### src/rtl/mod_updown_counter_pkg.sv
// Shared constants and helpers for the modulo-N up/down counter and the
// timer blocks that reuse its tick prescaler.
package mod_updown_counter_pkg;

    localparam logic DIR_UP    = 1'b1;
    localparam logic DIR_DN    = 1'b0;

    localparam int   MODE_WRAP = 0;
    localparam int   MODE_SAT  = 1;

    // Bits needed to hold the values 0..n-1; never less than one bit.
    function automatic int cnt_width(input int n);
        int w;
        w = 1;
        for (int i = 0; i < 31; i++) begin
            if ((1 << w) < n) begin
                w = w + 1;
            end
        end
        return w;
    endfunction

endpackage

### src/rtl/mod_updown_counter_tick_prescaler.sv
// Tick prescaler: emits one tick per PRESCALE enabled cycles. The phase is kept
// as a down-counter reloaded on restart and on each tick.
module tick_prescaler
    import mod_updown_counter_pkg::*;
#(
    parameter int PRESCALE = 1
) (
    input  logic clk,
    input  logic reset,
    input  logic restart,
    input  logic en,
    output logic tick
);

    localparam int             PW     = cnt_width(PRESCALE);
    localparam logic [PW-1:0]  RELOAD = PW'(PRESCALE - 1);

    logic [PW-1:0] remain;

    // With PRESCALE=1 the reload value is zero, so tick degenerates to en.
    assign tick = en & (remain == '0);

    always_ff @(posedge clk) begin
        if (reset || restart) begin
            remain <= RELOAD;
        end else if (en) begin
            if (remain == '0) begin
                remain <= RELOAD;
            end else begin
                remain <= remain - PW'(1);
            end
        end
    end

endmodule

### src/rtl/mod_updown_counter.sv
// Synchronous modulo-N up/down counter with parallel load, clear, prescaled
// enable, wrap/saturate bound handling and terminal-count/wrap/sat status.
module mod_updown_counter
    import mod_updown_counter_pkg::*;
#(
    parameter int WIDTH    = 4,
    parameter int MODULUS  = 16,
    parameter int PRESCALE = 1,
    parameter int SATURATE = MODE_WRAP
) (
    input  logic             clk,
    input  logic             reset,
    input  logic             clear,
    input  logic             load,
    input  logic [WIDTH-1:0] load_val,
    input  logic             en,
    input  logic             up_dn,
    output logic [WIDTH-1:0] q,
    output logic             tc,
    output logic             wrap,
    output logic             sat
);

    generate
        if (MODULUS < 2 || longint'(MODULUS) > (longint'(1) << WIDTH)) begin : g_bad_modulus
            $error("mod_updown_counter: MODULUS must lie in 2..2**WIDTH");
        end
        if (PRESCALE < 1) begin : g_bad_prescale
            $error("mod_updown_counter: PRESCALE must be at least 1");
        end
    endgenerate

    localparam logic [WIDTH-1:0] MAX_Q    = WIDTH'(MODULUS - 1);
    localparam logic             SAT_MODE = (SATURATE == MODE_SAT);

    logic             tick;
    logic             at_bound;
    logic             step_wraps;
    logic             step_blocked;
    logic [WIDTH-1:0] q_step;
    logic [WIDTH-1:0] load_clamped;

    tick_prescaler #(
        .PRESCALE (PRESCALE)
    ) u_tick_prescaler (
        .clk     (clk),
        .reset   (reset),
        .restart (clear | load),
        .en      (en),
        .tick    (tick)
    );

    assign tc           = (up_dn == DIR_UP) ? (q == MAX_Q) : (q == '0);
    assign at_bound     = tc;
    assign step_wraps   = tick & at_bound & ~SAT_MODE;
    assign step_blocked = tick & at_bound & SAT_MODE;
    assign load_clamped = (load_val > MAX_Q) ? MAX_Q : load_val;

    // A blocked step leaves q unchanged, so only the wrap case needs a bound value.
    always_comb begin
        q_step = q;
        if (up_dn == DIR_UP) begin
            if (!at_bound) begin
                q_step = q + WIDTH'(1);
            end else if (!SAT_MODE) begin
                q_step = '0;
            end
        end else begin
            if (!at_bound) begin
                q_step = q - WIDTH'(1);
            end else if (!SAT_MODE) begin
                q_step = MAX_Q;
            end
        end
    end

    always_ff @(posedge clk) begin
        if (reset || clear) begin
            q    <= '0;
            wrap <= 1'b0;
            sat  <= 1'b0;
        end else if (load) begin
            q    <= load_clamped;
            wrap <= 1'b0;
            sat  <= 1'b0;
        end else begin
            wrap <= step_wraps;
            if (tick) begin
                q <= q_step;
            end
            if (step_blocked) begin
                sat <= 1'b1;
            end
        end
    end

endmodule

### config.mk
export PLATFORM = sky130hd
export DESIGN_NAME = mod_updown_counter
export DESIGN_NICKNAME = d
export VERILOG_FILES = /design/src/rtl/mod_updown_counter_pkg.sv /design/src/rtl/mod_updown_counter_tick_prescaler.sv /design/src/rtl/mod_updown_counter.sv
export SDC_FILE = /design/constraint.sdc
export NUM_CORES = 1
export LEC_CHECK = 0
export BUFFER_PORTS_ARGS = -buffer_cell sky130_fd_sc_hd__buf_2
export CORE_AREA = 2 2 39 41
export DETAILED_ROUTE_END_ITERATION = 10
export DIE_AREA = 0 0 41 43
export GPL_TIMING_DRIVEN = 0
export PLACE_DENSITY = 0.52
export SYNTH_ARGS = -nofsm -noshare
export SYNTH_HDL_FRONTEND = slang
export SYNTH_SLANG_ARGS = --single-unit
export TNS_END_PERCENT = 20
### constraint.sdc
create_clock -name clk -period 1.4 [get_ports clk]
set_input_delay 0.07 -clock clk [delete_from_list [all_inputs] [get_ports clk]]
set_output_delay 0.07 -clock clk [all_outputs]
set_load 0.02 [all_outputs]
# [After elaboration in Yosys (flattened, before gate mapping)]
# Cells that the tools add are included.
[totals] register_bits=6 in_bits=10 elab_cells=25 out_inout_bits=7
[classes] mux=8 order_cmp=1 reduce_logical=5 addsub=3 eq_ne=1 bitwise_logic=4
[op_table] operator="2-to-1 mux 4 bit" count=6
[op_table] operator="adder 4 x 1 -> 4 bit, second input constant" count=1
[op_table] operator="equality test 4 bit, second input constant" count=1
[op_table] operator="greater-than comparator 4 bit, second input constant" count=1
[op_table] operator="logical NOT 4 bit" count=1
[op_table] operator="subtractor 4 x 1 -> 4 bit, second input constant" count=1
[op_table] operator="bitwise AND 1 bit" count=2
[op_table] operator="logical OR 1 bit" count=2
[op_table] operator="2-to-1 mux 1 bit" count=2
[op_table] operator="nonzero test 2 bit" count=1
[op_table] operator="OR reduction 2 bit" count=1
[op_table] operator="inverter 1 bit" count=1
[op_table] operator="bitwise OR 1 bit" count=1
[op_table] operator="subtractor 1 bit, second input constant" count=1

# [Longest topological paths before layout]
# Gate-level depths: netlist of run 1.
[depth] word_depth=6 depth_mapped=6

# [By module]
# Synthesis of run 1 repeated with hierarchy kept, for this count alone.
[hier_totals] hier_cells=52 area_unflattened_um2=432.9
[by_module_without_submodules] module="mod_updown_counter" n_inst=1 cells_per_inst=51 area_each_um2=425.4
[by_module_without_submodules] module="tick_prescaler" n_inst=1 cells_per_inst=1 area_each_um2=7.5

# [Least setup slack after synthesis of run 1]
# No wires, ideal clock.
[synth_timing] kind="reg-to-reg" from="reg q[0]" to="reg wrap" required_time_ns=1.334 stages_incl_launch_ff=6 setup_slack_ns=-0.226 period_less_slack_ns=1.626 n_path_buf=0 arrival_ns=1.560 cell_sequence="dfxtp_1 > inv_2 > ha_1 > or3b_1 > o21ai_1 > nor2b_1"
[synth_via] elab_chain_cells=3 elab_cells_between_ends=4 classes_between="eq/ne: 1; mux: 1; bitwise: 1; reduce/logical: 1"
[synth_rtl] item="from (decl)" line="mod_updown_counter.sv:18" text="output logic [WIDTH-1:0] q,"
[synth_rtl] item="from (signal assigned)" line="mod_updown_counter.sv:83" text="q <= load_clamped;"
[synth_rtl] item="from (signal assigned)" line="mod_updown_counter.sv:89" text="q <= q_step;"
[synth_rtl] item="equality test 4 bit / logical NOT 4 bit (equally long branches)" line="mod_updown_counter.sv:53" text="assign tc = (up_dn == DIR_UP) ? (q == MAX_Q) : (q == '0);"
[synth_rtl] item="2-to-1 mux 1 bit (*)" line="mod_updown_counter.sv:53"
[synth_rtl] item="net tc" line="mod_updown_counter.sv:19" text="output logic tc,"
[synth_rtl] item="bitwise AND 1 bit (*)"
[synth_rtl] item="to (signal assigned)" line="mod_updown_counter.sv:87" text="wrap <= step_wraps;"
[synth_rtl] item="to (decl)" line="mod_updown_counter.sv:20" text="output logic wrap,"
# The timed path passes the listed nets; every way through them passes the cells marked *.
# A chain may end at the register's enable or synchronous reset.

# [Final worst setup path of run 1]
[layout_timing] from="reg q[1]" to="out tc"
[layout_via] elab_chain_cells=2 elab_cells_between_ends=3 classes_between="eq/ne: 1; mux: 1; reduce/logical: 1"
[layout_rtl] item="equality test 4 bit / logical NOT 4 bit (equally long branches)" line="mod_updown_counter.sv:53"
[layout_rtl] item="2-to-1 mux 1 bit (*)" line="mod_updown_counter.sv:53"
[layout_rtl] item="to (decl)" line="mod_updown_counter.sv:19"
# Every way passes the cells marked *; elsewhere a longest branch is shown, timed or not.

==> metrics, run 1 <==
outcome=complete, but fails checks; failing checks=negative setup slack; CP endpoint kind=output pin; Multi-input gate area=279.0 um^2; post-synthesis register bit count=5; vias per inst=between 4 and 5; slowest stage delay, CP=0.39 ns; Die H=43 um; clk root buf=clkbuf_4; CP bufs+invs=2; remaining global-route overflow=0; Post-synth ARST share=0; Power Density=between 700 and 800 nW/um^2; most frequent cells in the layout=14 x buf_2, 7 x buf_4, 4 x nor2_1, 4 x o21ai_0; first-pass GRT wire length=1656 um; DRT Pass-1 Iters=4; path depth of the worst reg2reg path=6; Layout area overhead=58.19%; vias in the first global route=between 400 and 500; reg2reg start=q[1]; clk_skew=0.0009351 ns; Period Utilization, post-route=1.081; Initial Util=0.2703; FF+latch area=108.9 um^2; Yosys top cell area share=0.2676; critical path's top delay family=simple AND/OR/NAND/NOR gates; clock sinks=5; H-Tree Level Count=1; filler instances=153; commonest register cell after synthesis=dfxtp_1; # hold bufs at CTS=0; diode count=0; die footprint=1763 um^2; crit path DAT=around 1.4 ns; sequential element share of the synthesized area=0.2676; Post-synth EDFFs=0; Port Buf Inserts=15; Crit Reg-Reg Endpoint=q[0]; core area=1384 um^2; RD Place Congestion=0.6879; post-route ant nets=0; Mapped Nets=60; Non-Filler Instances=around 90; Worst-path clk slew=0.04 ns; total track usage=0.1404; Placed Area=500.5 um^2; clock buffer count from CTS=3; LEAKAGE=0.2826 nW; Avg Cell Area, Syn=about 7.8 um^2; Final Setup Violations=2; Ys Warns=0; hold crit path type=primary input to flip-flop; drt total wl=1071 um; Levels on crit path=5; total I/O pin count=17; most area-consuming cells after synthesis=dfxtp_1 27%, ha_1 6.7%, mux2i_1 5.4%; cell taking the most area after synthesis=dfxtp_1; commonest non-fill, non-tap cell in the layout=buf_2; Skew-Pair Late Insertion Delay=0.24 ns; crit start category=flip-flop; share of post-route cells with drive strength above 1=0.4932; post-DP HPWL=755.2 um; crit path kind=flip-flop to output pin; WP data required=1.33 ns; # nets final=86; worst setup margin=-0.1133 ns; Post-Place Cells=79; CTS tree=done; critical path's slowest cell=or3b_4; CP Launch Point=q[1]; via count=~440; crit path capture=tc; Final Hold Fails=0; Design Area, Final=591.8 um^2; crit-path cells=inv_4, ha_4, or3b_4, o21ai_4, buf_6; max cap viols=0; post-synth cell types=26; Peak VDD IR=just under 0.4 mV; achievable frequency=660.8 MHz; WL per Instance=12.03 um; post-route minimum period=1.513 ns; DRC viols=0; cell area after synthesis=374.1 um^2; RSZ-0062 raised after global routing=true; CTS max path bufs=2; drt first-iter violations=7; Die Width=slightly above 40 um; pin count of the biggest net entering global routing=10; initial antenna violation count=0; # rows=14; post-synthesis cell count=48; crit-path max FO=5; fin. max-slew vios=0; Worst R2R Setup Slack=-0.01 ns
## power breakdown
group | internal [mW] | total (mW) | switching [mW]
Sequential | 0.148 | 0.158 | 0.0101
Clock | 0.108 | 0.167 | 0.0594
Combinational | 0.0657 | 0.130 | 0.0639
Total | 0.321 | 0.455 | 0.133
## through the flow
step	TNS (ns)	worst slack, ns	utilization	total power [mW]	hold slack, ns
3_3_place_gp	0	0.01885	0.3617	0.2696	0.3006
2_1_floorplan	0	0.005171	-	0.2322	0.1863
6_report	-0.1274	-0.1133	0.4277	0.4547	0.04027
3_5_place_dp	0	0.004802	0.3617	0.2718	0.3018
5_1_grt	-0.1902	-0.1510	0.4277	0.4854	0.03165
4_1_cts	-0.1231	-0.1231	0.4231	0.4642	0.04152
## logic make-up after synthesis
kind of cell	share of synthesized area
compound gates	0.2542
xor+xnor	0.04683
fa+ha+maj	0.06688
buf+inv	0.07022
flops	0.2676
mux	0.05351
other cells	0.01002
simple gates	0.2308
## worst min path at each step
stage | slack (ns) | start | end | cells past startpoint
floorplan | 0.19 | reset | q[3] | 1
global placement | 0.30 | reset | q[3] | 2
detailed placement | 0.30 | reset | q[3] | 2
CTS | 0.04 | reset | q[3] | 2
global route | 0.03 | reset | q[3] | 2
finish | 0.04 | reset | q[3] | 2
## layer usage
metal | vias up | part of all wire | global-route usage
met3 | 0 | 0.062 | 0.06283
met2 | 16 | 0.55 | 0.2438
met4 | 0 | 0 | 0.04000
met1 | 200 | 0.39 | 0.1410
li1 | 219 | - | -
met5 | - | 0 | 0
## what timing repair did
action | 4_1_cts | 5_1_grt
resized for setup | 5 | 3
cloned | 0 | 0
endpoints found under the hold margin | 0 | 0
buffers inserted | 6 | 0
setup endpoints to repair | 2 | 3
pin swaps | 2 | 0
## layout make-up
class,instances,area share
buffer,1,0.01268
clock buffer,4,0.04440
inverter,5,0.04017
multi-input combinational,37,0.4715
sequential,5,0.1839
tap,16,0.03383
timing repair buffer,21,0.2135
## synthesized netlist by cell type (2+ instances only)
library cell / n
nor2_1: 4
and3_1: 2
nand2b_1: 2
ha_1: 2
o21ai_0: 4
o21ai_1: 2
mux2i_1: 2
xnor2_1: 2
nand2_1: 2
a21oi_1: 3
inv_1: 4
dfxtp_1: 5
## worst register-to-register path: stages (launching register included)
cell      delay (ns)
dfxtp_4         0.37
buf_4           0.12
ha_2            0.17
and3_1          0.20
o21ai_0         0.10
a221oi_1        0.27
nor2_1          0.08
## state kept, by name, indices dropped and copies added, names as in the netlist
register / cells
wrap: 1
q: 4
Power figures use the tool's default switching activity.
==> run 2: changes to the inputs <==
- ABC_AREA: not set -> 1
- CTS_BUF_LIST: not set -> sky130_fd_sc_hd__clkbuf_16
- PLACE_DENSITY: 0.52 -> 0.57
==> run 2 against run 1 <==
- the flow now finishes without violations
- final cell count up 18%
- maximum frequency is 13% higher
- clock power grew to 2.7 times the previous value
- critical endpoint unchanged
- largest cell class unchanged
==> metrics, run 2 <==
most area-consuming cells after synthesis=dfxtp_1 23%, nand2_1 17%, inv_1 6.1%; Ys Warns=0; Largest Register=q; initial antenna violation count=0; Final Hold Fails=0; Port Buf Inserts=14; Die Width=41 um; crit start category=flip-flop; Period Utilization, post-route=0.9536; share of post-route cells with drive strength above 1=0.4382; pre-CTS setup slack=0.03491 ns; WL per Instance=roughly 9.7 um; wire length on met1=414 um; fin. max-slew vios=0; cell area after synthesis=430.4 um^2; post-route ant nets=0; vias in the first global route=408; clock buffer count from CTS=3; Power Density=between 1000 and 1500 nW/um^2; critical path's slowest cell=dfxtp_4; H-Tree Level Count=1; slowest stage delay, CP=0.38 ns; WP data required=1.33 ns; post-synthesis cell count=67; post-synthesis register bit count=5; clk root buf=clkbuf_16; Yosys top cell area share=0.2326; diode count=0; most frequent cells in the layout=18 x nand2_1, 13 x buf_2, 7 x inv_1; outcome=finished, final reports clean; post-route minimum period=1.335 ns; first-pass GRT wire length=1545 um; Die H=43 um; Mapped Nets=79; Worst-path clk slew=0.03 ns; crit path DAT=about 1.3 ns; Initial Util=0.3110; CTS tree=done; crit-path max FO=6; clk_skew=roughly 0.002 ns; met3 WL=46 um; Placed Area=roughly 520 um^2; Pwr Total=0.7665 mW; hold_ws=~0.10 ns; Post-synth ARST share=0; Design Area, Final=666.9 um^2; biggest registers after layout=q: 4 flops, wrap: 1 flops; via count=477; post-synth cell types=21; Final Setup Violations=0; # rows=14; Skew-Pair Late Insertion Delay=0.23 ns; max reg flops=4; sequential element share of the synthesized area=0.2326; max cap viols=0; hold crit path type=primary input to flip-flop; core area=1384 um^2; Post-synth EDFFs=0; drt first-iter violations=4; top layer in use=met3; RD Place Congestion=about 0.73; drt total wl=1017 um; Peak VDD IR=0.6566 mV; # nets final=102; cell taking the most area after synthesis=dfxtp_1; die footprint=between 1500 and 2000 um^2; pin count of the biggest net entering global routing=10; crit-path cells=inv_4, ha_4, nand2_4, nor2_4, nor2_4, inv_1, buf_4; Setup TNS=0 ns; achievable frequency=about 750 MHz; CTS max path bufs=2; DRT Pass-1 Iters=4; total track usage=0.1313; CP endpoint kind=output pin; commonest cells in the synthesized netlist=19 x nand2_1, 7 x inv_1, 6 x nor2_1; met2 WL post-DR=approximately 560 um; Avg Cell Area, Syn=6.424 um^2; crit path kind=flip-flop to output pin; count leader, synth=nand2_1; critical path's top delay family=flip-flops; total I/O pin count=17; commonest non-fill, non-tap cell in the layout=nand2_1; most used cell, CP=nor2_4; CP bufs+invs=3; # hold bufs at CTS=0; post-DP HPWL=approximately 700 um; Layout area overhead=54.94%; clock sinks=5; DRC viols=0; worst setup margin=0.06489 ns; remaining global-route overflow=0; commonest register cell after synthesis=dfxtp_1; vias per inst=4.543; LEAKAGE=0.3315 nW; RSZ-0062 raised after global routing=false
[run 2: cell count changes after synthesis, sizes merged, moves of 2 or more]
| cell | delta |
|---|---|
| and3 | -2 |
| o21ai | -5 |
| buf | +2 |
| mux2i | -2 |
| nand2b | -2 |
| a22oi | +2 |
| nor2 | +6 |
| a21oi | +2 |
| inv | +4 |
| nand2 | +20 |
[run 2: routing by layer]
layer	global-route usage	vias up
met5	0	-
met4	0.06000	0
met3	0.04712	0
met2	0.2031	10
met1	0.1534	214
li1	-	253
[run 2: layout make-up]
type                            instances  area [um^2]
Tap cell                               16        20.02
Fill cell                             138        716.9
Timing Repair Buffer                   18        102.6
Multi-Input combinational cell         50        291.5
Inverter                                9        36.28
Clock buffer                            3        75.07
Buffer                                  3        30.03
Sequential cell                         5        107.6
Clock inverter                          1        3.754
[run 2: through the flow]
step | utilization | cells
after floorplan | - | 67
final | 0.4819 | 105
after global placement | 0.3770 | 97
after global routing | 0.4819 | 105
after CTS | 0.4439 | 101
after detailed placement | 0.3770 | 97
[run 2: cell families (layout without fill, tap and decap cells)]
logic type	Yosys count	count (layout)	synth area share
xor+xnor	2	2	0.04071
flops	5	5	0.2326
other cells	1	1	0.008713
fa+ha+maj	2	2	0.05813
compound gates	10	10	0.1424
buf+inv	12	34	0.1483
simple gates	35	35	0.3692
[run 2: worst min-delay path: cells and delay by family]
kind | cells | cell delay [ns]
and+or+nand+nor | 1 | 0.05
AOI/OAI and AO/OA | 1 | 0.07
buffers and inverters | 1 | 0.09
[run 2: repair_timing]
item / 4_1_cts / 5_1_grt
resized for setup: 4 / 7
setup endpoints to repair: 1 / 1
pin swaps: 1 / 2
gates cloned: 0 / 0
setup buffers: 0 / 4
[run 2: power by group]
part | internal, mW | total [mW] | switching, mW
Sequential | 0.148 | 0.156 | 0.00809
Clock | 0.369 | 0.459 | 0.0894
Combinational | 0.0726 | 0.152 | 0.0793
[run 2: worst paths after layout]
path / start / to / slack (ns) / cells past startpoint
max: q[0] / tc / 0.06 / 7
min: load_val[1] / q[1] / 0.10 / 3
max reg2reg: q[1] / q[3] / 0.12 / 10
min reg2reg: q[1] / q[1] / 0.51 / 2
==> run 3: changes to the inputs <==
- SYNTH_HIERARCHICAL: not set -> 1
==> run 3 against run 2 <==
- design area down 1.5%
- synthesized cell count down 3.0%
- register-to-register slack better by 0.04 ns
- non-clock buffer count up 1
- clock power about the same
- clock skew down 0.00052 ns
- critical path depth unchanged
- flip-flop and latch count unchanged
- die area unchanged
- setup slack better by 0.017 ns
- sequential power about the same
- critical path type unchanged
==> metrics, run 3 <==
Peak VDD IR=0.7381 mV; Skew-Pair Late Insertion Delay=0.22 ns; crit path kind=flip-flop to output pin; RD Place Congestion=0.7662; Final Setup Violations=0; core area=~1400 um^2; # nets final=101; share of post-route cells with drive strength above 1=0.4545; commonest non-fill, non-tap cell in the layout=nand2_1; cell area after synthesis=426.7 um^2; filler instances=between 100 and 150; LEAKAGE=0.3309 nW; clock sinks=5; post-synthesis cell count=65; initial antenna violation count=0; pre-CTS setup slack=0.05286 ns; Largest Register=q; Die H=between 40 and 50 um; achievable frequency=758.9 MHz; DRT Pass-1 Iters=3; clk_skew=between 0.001 and 0.0015 ns; drt total wl=1013 um; remaining global-route overflow=0; clock buffer count from CTS=3; CP endpoint kind=output pin; fin. max-slew vios=0; drt first-iter violations=4; crit path DAT=about 1.3 ns; vias per inst=4.462; total track usage=0.1337; most frequent cells in the layout=15 x nand2_1, 13 x buf_2, 7 x buf_4; Die Width=41 um; Mapped Nets=77; outcome=finished, final reports clean; worst setup margin=0.08226 ns; Worst-path clk slew=0.03 ns; hold_ws=roughly 0.11 ns; Port Buf Inserts=14; crit start category=flip-flop; vias in the first global route=372; Final Hold Fails=0; Initial Util=0.3083; hold crit path type=primary input to flip-flop; Period Utilization, post-route=0.9412; via count=between 400 and 500; biggest registers after layout=q: 4 flops, wrap: 1 flops; WL per Instance=between 9 and 10 um; post-DP HPWL=761.5 um; max reg flops=4; clk root buf=clkbuf_16; post-layout util=0.4747; first-pass GRT wire length=1587 um; Ys Warns=6; H-Tree Level Count=1; Layout area overhead=53.96%; diode count=0; Multi-input gate area=approximately 270 um^2; CTS max path bufs=2; DRC viols=0; Power Density=~1100 nW/um^2; post-route minimum period=1.318 ns; CTS tree=done; WP data required=1.33 ns; FF+latch area=107.6 um^2; # rows=14; Setup TNS=0 ns; die footprint=1763 um^2; max cap viols=0; crit-path max FO=5; Avg Cell Area, Syn=roughly 6.6 um^2; Pwr Total=0.7546 mW; pin count of the biggest net entering global routing=10; post-route ant nets=0; total I/O pin count=17
[run 3: cell count changes in the layout (fill, tap and decap cells not counted), moves of 2 or more]
cell / previous run / this run
nand2_1: 18 / 15
inv_1: 7 / 5
nand3_1: 2 / 6
inv_2: 2 / 4
[run 3: timing repair]
item,4_1_cts,5_1_grt
hold buffers,0,0
pin swaps,0,1
gates resized for setup,2,8
setup endpoints to repair,1,1
buffers inserted,0,5
[run 3: final timing paths]
check                    from   end  slack [ns]  cells past startpoint
setup / recovery         q[0]    tc        0.08                      7
hold / removal    load_val[1]  q[1]        0.11                      3
setup reg to reg         q[0]  q[2]        0.16                      9
hold reg to reg          q[1]  q[1]        0.53                      2
[run 3: critical path, cell delays in order (launching register included)]
cell     delay (ns)
dfxtp_4        0.35
inv_4          0.07
ha_2           0.17
inv_2          0.05
nor2_4         0.12
nand2_2        0.07
nand2_2        0.08
buf_6          0.11
[run 3: metrics by stage]
step | instances | area (um^2)
floorplan | 65 | 426.7
global placement | 95 | 516.7
detailed placement | 95 | 516.7
CTS | 99 | 598.1
global route | 104 | 656.9
finish | 104 | 656.9
[run 3: layout make-up]
class | instances | share of cell area
Inverter | 9 | 0.05524
Multi-Input combinational cell | 48 | 0.4171
Sequential cell | 5 | 0.1638
Tap cell | 16 | 0.03048
Clock inverter | 1 | 0.005714
Timing Repair Buffer | 19 | 0.1733
Buffer | 3 | 0.04000
Clock buffer | 3 | 0.1143
[run 3: power breakdown]
part / internal [mW] / total, mW / switching, mW / leakage (nW)
Clock: 0.369 / 0.458 / 0.0883 / 0.0423
Sequential: 0.148 / 0.157 / 0.00912 / 0.0423
Combinational: 0.0646 / 0.140 / 0.0752 / 0.246
Total: 0.582 / 0.755 / 0.173 / 0.331
[run 3: per-layer routing]
metal | GRT usage | wire length (um) | share of wire
met2 | 0.1656 | 475 | 0.47
met4 | 0.04000 | 0 | 0
met1 | 0.2000 | 484 | 0.48
met5 | 0 | 0 | 0
met3 | 0.06283 | 52 | 0.051
